**config.mk**
```make
export PLATFORM = sky130hd
export DESIGN_NAME = alu_seq_flat
export DESIGN_NICKNAME = d
export VERILOG_FILES = /design/src/rtl/alu_pkg.sv /design/src/rtl/alu_seq_if.sv /design/src/rtl/alu_muldiv_iter.sv /design/src/rtl/alu_seq.sv /design/src/flat_wrapper.sv
export SDC_FILE = /design/constraint.sdc
export NUM_CORES = 1
export LEC_CHECK = 0
export ABC_AREA = 1
export CORE_MARGIN = 2
export CORE_UTILIZATION = 39
export DETAILED_ROUTE_END_ITERATION = 8
export GPL_TIMING_DRIVEN = 0
export MAX_ROUTING_LAYER = met4
export PLACE_DENSITY = 0.62
export SYNTH_ARGS = -nofsm -noshare
export SYNTH_HDL_FRONTEND = slang
export SYNTH_SLANG_ARGS = --single-unit
```
**constraint.sdc**
```tcl
create_clock -name i_clk -period 5.95 [get_ports i_clk]
set_input_delay 1.4875 -clock i_clk [delete_from_list [all_inputs] [get_ports i_clk]]
set_output_delay 1.4875 -clock i_clk [all_outputs]
set_load 0.01 [all_outputs]
```
**src/rtl/alu_pkg.sv**
```systemverilog
// Shared definitions for the sequential RV32 ALU: op codes, default width,
// FSM states and the multi-cycle op classifier.
package alu_pkg;

  localparam int unsigned DATA_WIDTH = 32;

  localparam logic [5:0] OP_NOP   = 6'b000000;
  localparam logic [5:0] OP_ADD   = 6'b011001;
  localparam logic [5:0] OP_SUB   = 6'b011011;
  localparam logic [5:0] OP_AND   = 6'b011101;
  localparam logic [5:0] OP_OR    = 6'b011111;
  localparam logic [5:0] OP_XOR   = 6'b100001;
  localparam logic [5:0] OP_SLT   = 6'b100011;
  localparam logic [5:0] OP_SLTU  = 6'b100101;
  localparam logic [5:0] OP_SLL   = 6'b100111;
  localparam logic [5:0] OP_SRL   = 6'b101001;
  localparam logic [5:0] OP_SRA   = 6'b101011;
  localparam logic [5:0] OP_MUL   = 6'b101101;
  localparam logic [5:0] OP_MULHU = 6'b101111;
  localparam logic [5:0] OP_DIV   = 6'b110001;
  localparam logic [5:0] OP_DIVU  = 6'b110011;
  localparam logic [5:0] OP_REM   = 6'b110101;
  localparam logic [5:0] OP_REMU  = 6'b110111;

  typedef enum logic [1:0] {
    ST_IDLE = 2'd0,
    ST_BUSY = 2'd1,
    ST_DONE = 2'd2
  } state_e;

  function automatic logic is_multicycle(input logic [5:0] op);
    return op inside {OP_MUL, OP_MULHU, OP_DIV, OP_DIVU, OP_REM, OP_REMU};
  endfunction

endpackage

```
**src/rtl/alu_seq_if.sv**
```systemverilog
// Request/result handshake bundle between operand select and the ALU.
interface alu_seq_if #(
  parameter int unsigned DATA_WIDTH = alu_pkg::DATA_WIDTH
);
  logic                  i_valid;
  logic                  o_ready;
  logic [5:0]            i_alu_op;
  logic [DATA_WIDTH-1:0] i_a;
  logic [DATA_WIDTH-1:0] i_b;
  logic                  o_valid;
  logic                  i_ready;
  logic [DATA_WIDTH-1:0] o_c;

  modport master (
    output i_valid, i_alu_op, i_a, i_b, i_ready,
    input  o_ready, o_valid, o_c
  );

  modport slave (
    input  i_valid, i_alu_op, i_a, i_b, i_ready,
    output o_ready, o_valid, o_c
  );
endinterface

```
**src/rtl/alu_muldiv_iter.sv**
```systemverilog
// Iterative shift-add multiplier / restoring divider with sign handling.
// Operands are captured on start; done pulses in the cycle the result is valid.
module alu_muldiv_iter #(
  parameter int unsigned DATA_WIDTH = alu_pkg::DATA_WIDTH
) (
  input  logic                  clk,
  input  logic                  rst,
  input  logic                  start,
  input  logic [5:0]            op,
  input  logic [DATA_WIDTH-1:0] a,
  input  logic [DATA_WIDTH-1:0] b,
  output logic                  done,
  output logic [DATA_WIDTH-1:0] result
);
  import alu_pkg::*;

  localparam int unsigned CW = $clog2(DATA_WIDTH + 1);
  localparam logic [DATA_WIDTH-1:0] MIN = {1'b1, {(DATA_WIDTH-1){1'b0}}};

  logic                  active_q, special_q, is_mul_q, sel_acc_q, neg_q;
  logic [CW-1:0]         cnt_q;
  logic [DATA_WIDTH-1:0] acc_q, low_q, opb_q, special_res_q;

  logic                  is_mul, is_signed, is_quot, a_neg, b_neg, div_zero, ovf;
  logic                  sel_acc, neg_res;
  logic [DATA_WIDTH-1:0] a_mag, b_mag;

  always_comb begin
    is_mul    = (op == OP_MUL) || (op == OP_MULHU);
    is_signed = (op == OP_DIV) || (op == OP_REM);
    is_quot   = (op == OP_DIV) || (op == OP_DIVU);
    sel_acc   = (op == OP_MULHU) || (op == OP_REM) || (op == OP_REMU);
    a_neg     = is_signed && a[DATA_WIDTH-1];
    b_neg     = is_signed && b[DATA_WIDTH-1];
    a_mag     = a_neg ? -a : a;
    b_mag     = b_neg ? -b : b;
    div_zero  = (b == '0);
    ovf       = is_signed && (a == MIN) && (b == '1);
    // Quotient sign follows operand signs; remainder sign follows the dividend.
    neg_res   = is_quot ? (a_neg ^ b_neg) : a_neg;
  end

  // acc holds the product high half / partial remainder, low the multiplier / quotient.
  logic [DATA_WIDTH:0]   sum, shifted, diff;
  logic [DATA_WIDTH-1:0] acc_n, low_n, base;

  always_comb begin
    sum     = {1'b0, acc_q} + (low_q[0] ? {1'b0, opb_q} : '0);
    shifted = {acc_q, low_q[DATA_WIDTH-1]};
    diff    = shifted - {1'b0, opb_q};
    if (is_mul_q) begin
      acc_n = sum[DATA_WIDTH:1];
      low_n = {sum[0], low_q[DATA_WIDTH-1:1]};
    end else if (!diff[DATA_WIDTH]) begin
      acc_n = diff[DATA_WIDTH-1:0];
      low_n = {low_q[DATA_WIDTH-2:0], 1'b1};
    end else begin
      acc_n = shifted[DATA_WIDTH-1:0];
      low_n = {low_q[DATA_WIDTH-2:0], 1'b0};
    end
    base   = sel_acc_q ? acc_n : low_n;
    result = special_q ? special_res_q : (neg_q ? -base : base);
    done   = active_q && (special_q || (cnt_q == CW'(1)));
  end

  always_ff @(posedge clk) begin
    if (rst) begin
      active_q      <= 1'b0;
      special_q     <= 1'b0;
      is_mul_q      <= 1'b0;
      sel_acc_q     <= 1'b0;
      neg_q         <= 1'b0;
      cnt_q         <= '0;
      acc_q         <= '0;
      low_q         <= '0;
      opb_q         <= '0;
      special_res_q <= '0;
    end else if (start) begin
      active_q      <= 1'b1;
      cnt_q         <= CW'(DATA_WIDTH);
      acc_q         <= '0;
      low_q         <= is_mul ? a : a_mag;
      opb_q         <= is_mul ? b : b_mag;
      is_mul_q      <= is_mul;
      sel_acc_q     <= sel_acc;
      neg_q         <= !is_mul && neg_res;
      special_q     <= !is_mul && (div_zero || ovf);
      special_res_q <= div_zero ? (is_quot ? '1 : a) : (is_quot ? MIN : '0);
    end else if (active_q) begin
      acc_q <= acc_n;
      low_q <= low_n;
      if (done) begin
        active_q <= 1'b0;
        cnt_q    <= '0;
      end else begin
        cnt_q <= cnt_q - CW'(1);
      end
    end
  end

endmodule

```
**src/rtl/alu_seq.sv**
```systemverilog
// Registered RV32 ALU: single-cycle ops resolve in one cycle, mul/div run
// iteratively; results are held under valid/ready backpressure.
module alu_seq #(
  parameter int unsigned DATA_WIDTH = alu_pkg::DATA_WIDTH
) (
  input  logic     i_clk,
  input  logic     i_rst,
  alu_seq_if.slave bus
);
  import alu_pkg::*;

  localparam int unsigned SHW = $clog2(DATA_WIDTH);

  state_e                state_q, state_d;
  logic [DATA_WIDTH-1:0] c_q, c_d, alu_res, md_result;
  logic [SHW-1:0]        shamt;
  logic                  accept, md_start, md_done;

  assign shamt  = bus.i_b[SHW-1:0];
  assign accept = bus.i_valid && (state_q == ST_IDLE);

  always_comb begin
    alu_res = '0;
    case (bus.i_alu_op)
      OP_NOP:  alu_res = ~bus.i_a;
      OP_ADD:  alu_res = bus.i_a + bus.i_b;
      OP_SUB:  alu_res = bus.i_a - bus.i_b;
      OP_AND:  alu_res = bus.i_a & bus.i_b;
      OP_OR:   alu_res = bus.i_a | bus.i_b;
      OP_XOR:  alu_res = bus.i_a ^ bus.i_b;
      OP_SLT:  alu_res = DATA_WIDTH'($signed(bus.i_a) < $signed(bus.i_b));
      OP_SLTU: alu_res = DATA_WIDTH'(bus.i_a < bus.i_b);
      OP_SLL:  alu_res = bus.i_a << shamt;
      OP_SRL:  alu_res = bus.i_a >> shamt;
      OP_SRA:  alu_res = $unsigned($signed(bus.i_a) >>> shamt);
      default: alu_res = '0;
    endcase
  end

  alu_muldiv_iter #(.DATA_WIDTH(DATA_WIDTH)) u_muldiv (
    .clk    (i_clk),
    .rst    (i_rst),
    .start  (md_start),
    .op     (bus.i_alu_op),
    .a      (bus.i_a),
    .b      (bus.i_b),
    .done   (md_done),
    .result (md_result)
  );

  always_comb begin
    state_d  = state_q;
    c_d      = c_q;
    md_start = 1'b0;
    case (state_q)
      ST_IDLE: begin
        if (accept) begin
          if (is_multicycle(bus.i_alu_op)) begin
            md_start = 1'b1;
            state_d  = ST_BUSY;
          end else begin
            c_d     = alu_res;
            state_d = ST_DONE;
          end
        end
      end
      ST_BUSY: begin
        if (md_done) begin
          c_d     = md_result;
          state_d = ST_DONE;
        end
      end
      ST_DONE: begin
        if (bus.i_ready) state_d = ST_IDLE;
      end
      default: state_d = ST_IDLE;
    endcase
  end

  always_ff @(posedge i_clk) begin
    if (i_rst) begin
      state_q <= ST_IDLE;
      c_q     <= '0;
    end else begin
      state_q <= state_d;
      c_q     <= c_d;
    end
  end

  assign bus.o_ready = (state_q == ST_IDLE);
  assign bus.o_valid = (state_q == ST_DONE);
  assign bus.o_c     = c_q;

endmodule

```
**src/flat_wrapper.sv**
```systemverilog
// flat-port wrapper written by rule: the top's interface ports become plain ports
module alu_seq_flat import alu_pkg::*;
#(
  parameter int unsigned DATA_WIDTH = alu_pkg::DATA_WIDTH
)
  (i_clk, i_rst, bus_i_valid, bus_i_alu_op, bus_i_a, bus_i_b, bus_i_ready, bus_o_ready, bus_o_valid, bus_o_c);
  alu_seq_if #(.DATA_WIDTH(DATA_WIDTH)) bus_i ();
  input  logic i_clk;
  input  logic i_rst;
  input wire logic [$bits(bus_i.i_valid)-1:0] bus_i_valid;
  input wire logic [$bits(bus_i.i_alu_op)-1:0] bus_i_alu_op;
  input wire logic [$bits(bus_i.i_a)-1:0] bus_i_a;
  input wire logic [$bits(bus_i.i_b)-1:0] bus_i_b;
  input wire logic [$bits(bus_i.i_ready)-1:0] bus_i_ready;
  output wire logic [$bits(bus_i.o_ready)-1:0] bus_o_ready;
  output wire logic [$bits(bus_i.o_valid)-1:0] bus_o_valid;
  output wire logic [$bits(bus_i.o_c)-1:0] bus_o_c;
  assign bus_i.i_valid = bus_i_valid;
  assign bus_i.i_alu_op = bus_i_alu_op;
  assign bus_i.i_a = bus_i_a;
  assign bus_i.i_b = bus_i_b;
  assign bus_i.i_ready = bus_i_ready;
  assign bus_o_ready = bus_i.o_ready;
  assign bus_o_valid = bus_i.o_valid;
  assign bus_o_c = bus_i.o_c;
  alu_seq #(.DATA_WIDTH(DATA_WIDTH)) u_core (.i_clk(i_clk), .i_rst(i_rst), .bus(bus_i));
endmodule
```
==> summary.md <==
| Metric | Value |
|---|---|
| Status | `finished with violations` |
| Period utilization | `103%` |
| Post-Syn Area | `24600 sq um` |
| Gr ovfl total | `0` |
| Final slew viol count | `0` |
| Startpoint type of the worst setup path | `input port` |
| Count leader, synth | `nand2_1` |
| Tmin final | `6.12 ns` |
| Clock transition at path regs | `0.08 ns` |
| Setup WS post-layout | `-0.168 ns` |
| Post-Syn Nets | `4674` |
| Vias per std cell | `5.91` |
| Worst-path maximum fanout | `9` |
| Post-synthesis sequential area ratio | `14.1%` |
| Crit path kind | `in2reg` |
| Synth top area share | `17.1%` |
| Final nets | `4800` |
| DRT iter0 DRCs | `3958` |
| Routed Wire Length | `148000 um` |
| HPWL after DPL | `122000 um` |
| Synth Area in Simple Gates | `35.1%` |
| Area share of xor/xnor cells in the synthesized design | `2.07%` |
| Max Buffers Root-to-Sink | `2` |
| Share of cells above drive strength 1 | `3.92%` |
| Clk_skew | `0.0250 ns` |
| Row count | `91` |
| CTS tree | `built` |
| Hold WC Path Type | `reg2reg` |
| Boundary Pins | `108` |
| Slew margin rel. | `7.36%` |
| GRT Util Overall | `45.8%` |
| # clock sinks | `173` |
| Synth cell types | `61` |
| Setup violators final | `5` |
| Synth area leader | `nand2_1` |
| Failing checks | `design-rule violations, negative setup slack` |
| Buffers on Ports | `106` |
| Vias in the first global route | `29.4k` |
| P_leak | `13.4 nW` |
| Root buffer cell | `clkbuf_16` |
| FF+latch count, synth | `173` |
| Residual DRC | `6` |
| Pwr Density | `186 nW/um^2` |
| Die area | `65000 sq um` |
| Synth async-reset ratio | `0%` |
| Max-cap violations | `0` |
| Largest cells by area after synthesis | `nand2_1 (17%), dfxtp_1 (14%), inv_1 (10%)` |
| Post-cts hold buffer count | `0` |
| CP required | `6.35 ns` |
| First drt pass iteration count | `9` |
| Final hold viol count | `0` |
| Die Y | `255 um` |
| WL/cell | `27.3 um` |
| Vias post-DR | `31.9k` |
| Largest net degree at the start of global routing | `20` |
| Cell count after synthesis | `4429` |
| Arr. time, crit path | `6.52 ns` |
| Initial antenna violation count | `3` |
| Crit end category | `flip-flop` |
| Syn Area/Cell | `5.55 sq um` |
| Synth Area in Adders | `8.83%` |
| RSZ-0062 raised after global routing | `no` |
| VDD IR max | `0.198 mV` |
| Fillcell total | `7184` |
| Mux share of post-synthesis cell area | `0.326%` |
| Post-route ant nets | `0` |
| Place WS | `-1.63 ns` |
| Core area | `61900 sq um` |
| Post-synthesis compound-gate area fraction | `25.7%` |
| Yosys warns | `0` |
| Final core occ | `44.2%` |
| Area Growth Syn to Fin | `11.3%` |
| Slew @ Worst Pin | `1.37 ns` |
| Synth cell count leaders | `nand2_1 (1116), inv_1 (670), o21ai_0 (421)` |
| Routability cong. | `1.17` |
| H-tree Lvls | `4` |
| Synth Flop Type | `dfxtp_1` |
| Fmax | `163 MHz` |
| First-pass GRT wire length | `206000 um` |
| Die width | `255 um` |
| Clock Latency Late Sink | `0.52 ns` |
| Initial Util | `39.7%` |
| CTS buffer count | `17` |
| Post-synth EDFFs | `0` |
| Main combinational cell family by area after synthesis | `simple AND/OR/NAND/NOR gates` |
-- metrics by stage --
stage | TNS [ns] | total power [mW] | instances | hold slack (ns) | area [sq um]
after floorplan | 0 | 2.87 | 4429 | 0.429 | 24600
after global placement | -68.54 | 3.81 | 5372 | 0.449 | 26700
after detailed placement | -64.18 | 3.80 | 5372 | 0.451 | 26700
after CTS | 0 | 4.98 | 5402 | 0.469 | 27300
after global routing | 0 | 5.31 | 5408 | 0.471 | 27300
final | -0.283 | 5.09 | 5409 | 0.472 | 27300
-- layout by cell type (no fill, tap or decap), types with 11 or more instances in the layout --
| cell | netlist | layout |
|---|---|---|
| nor2_2 | 11 | 11 |
| clkbuf_2 | 0 | 14 |
| nand4_1 | 40 | 40 |
| dfxtp_1 | 173 | 173 |
| clkbuf_16 | 0 | 17 |
| nand3_1 | 316 | 316 |
| ha_1 | 167 | 167 |
| o21ai_0 | 421 | 417 |
| o22ai_1 | 60 | 60 |
| inv_1 | 670 | 668 |
| a21oi_1 | 378 | 378 |
| a221oi_1 | 11 | 11 |
| o21bai_1 | 14 | 14 |
| nand2_2 | 21 | 21 |
| a31oi_1 | 22 | 22 |
| buf_1 | 25 | 21 |
| nor3_1 | 41 | 39 |
| o211ai_1 | 63 | 63 |
| o221ai_1 | 33 | 33 |
| o21a_1 | 17 | 17 |
| nand2_1 | 1116 | 1116 |
| clkbuf_1 | 171 | 157 |
| xor2_1 | 53 | 53 |
| nor2_1 | 366 | 366 |
| o21ai_1 | 9 | 13 |
| clkdlybuf4s50_1 | 0 | 93 |
| nor4_1 | 24 | 24 |
| or2_2 | 33 | 33 |
| nand3b_1 | 26 | 26 |
| nand3_2 | 15 | 15 |
-- layer usage --
layer	vias up	global-route usage [%]	wire, um
li1	14900	-	-
met1	14600	53.0	56000
met2	1900	66.6	61100
met3	527	10.5	14900
met4	0	39.7	15500
met5	-	-	0
-- worst paths after layout --
kind / from / end / slack [ns] / cells after the start
worst max-delay path: bus_i_a[11] / u_core.bus.o_c[22] / -0.17 / 18
worst min-delay path: u_core.u_muldiv.special_res_q[5] / u_core.u_muldiv.special_res_q[5] / 0.47 / 2
worst max register to register: u_core.u_muldiv.low_q[0] / u_core.bus.o_c[15] / 0.75 / 26
worst min register to register: u_core.u_muldiv.special_res_q[5] / u_core.u_muldiv.special_res_q[5] / 0.47 / 2
-- timing repair --
item	4_1_cts	5_1_grt
setup buffers	0	4
gates resized for setup	27	36
pin swaps	1	1
setup endpoints to repair	63	50
-- report_power, final --
part,switching (mW),internal [mW]
clock network,0.597,0.603
logic,1.86,0.772
registers,0.0459,1.21
-- cell type report --
| cell class | instances | area (sq um) | share of cell area [%] |
|---|---|---|---|
| antenna | 4 | 10.0 | 0.0366 |
| buffer | 206 | 863 | 3.16 |
| clock buffer | 18 | 439 | 1.61 |
| clock inverter | 14 | 153 | 0.558 |
| inverter | 680 | 2560 | 9.35 |
| multi-input combinational | 3367 | 17700 | 64.8 |
| sequential | 173 | 3460 | 12.7 |
| tap | 837 | 1050 | 3.83 |
| timing repair buffer | 110 | 1100 | 4.02 |
-- state kept, by name (all words and copies together), names as in the netlist --
name and cells:
u_core.u_muldiv.cnt_q 6, u_core.u_muldiv.low_q 32, u_core.u_muldiv.sel_acc_q 1, u_core.bus.o_c 32
u_core.u_muldiv.opb_q 32, u_core.u_muldiv.acc_q 32, u_core.state_q 2, u_core.u_muldiv.neg_q 1
u_core.u_muldiv.is_mul_q 1, u_core.u_muldiv.active_q 1, u_core.u_muldiv.special_q 1, u_core.u_muldiv.special_res_q 32
-- logic make-up after synthesis --
family                     after synthesis
adders and majority gates              171
AOI/OAI and AO/OA                     1108
DFF                                    173
buffers and inverters                  889
muxes                                    8
and+or+nand+nor                       2022
xor gates and xnor gates                58
-- worst max-delay path, stage by stage --
cell,delay [ns]
clkdlybuf4s15_1,0.88
inv_1,0.57
ha_1,0.46
clkbuf_1,0.33
inv_1,0.19
a21oi_1,0.22
a21boi_0,0.28
o21bai_1,0.15
a21oi_1,0.17
inv_1,0.07
nand2_1,0.06
nand2_1,0.10
nand3_1,0.10
nand3_1,0.22
o21ai_1,0.43
nand4_1,0.40
a21oi_1,0.31
a21oi_2,0.08
No activity file was read; power rests on OpenSTA's default activity.
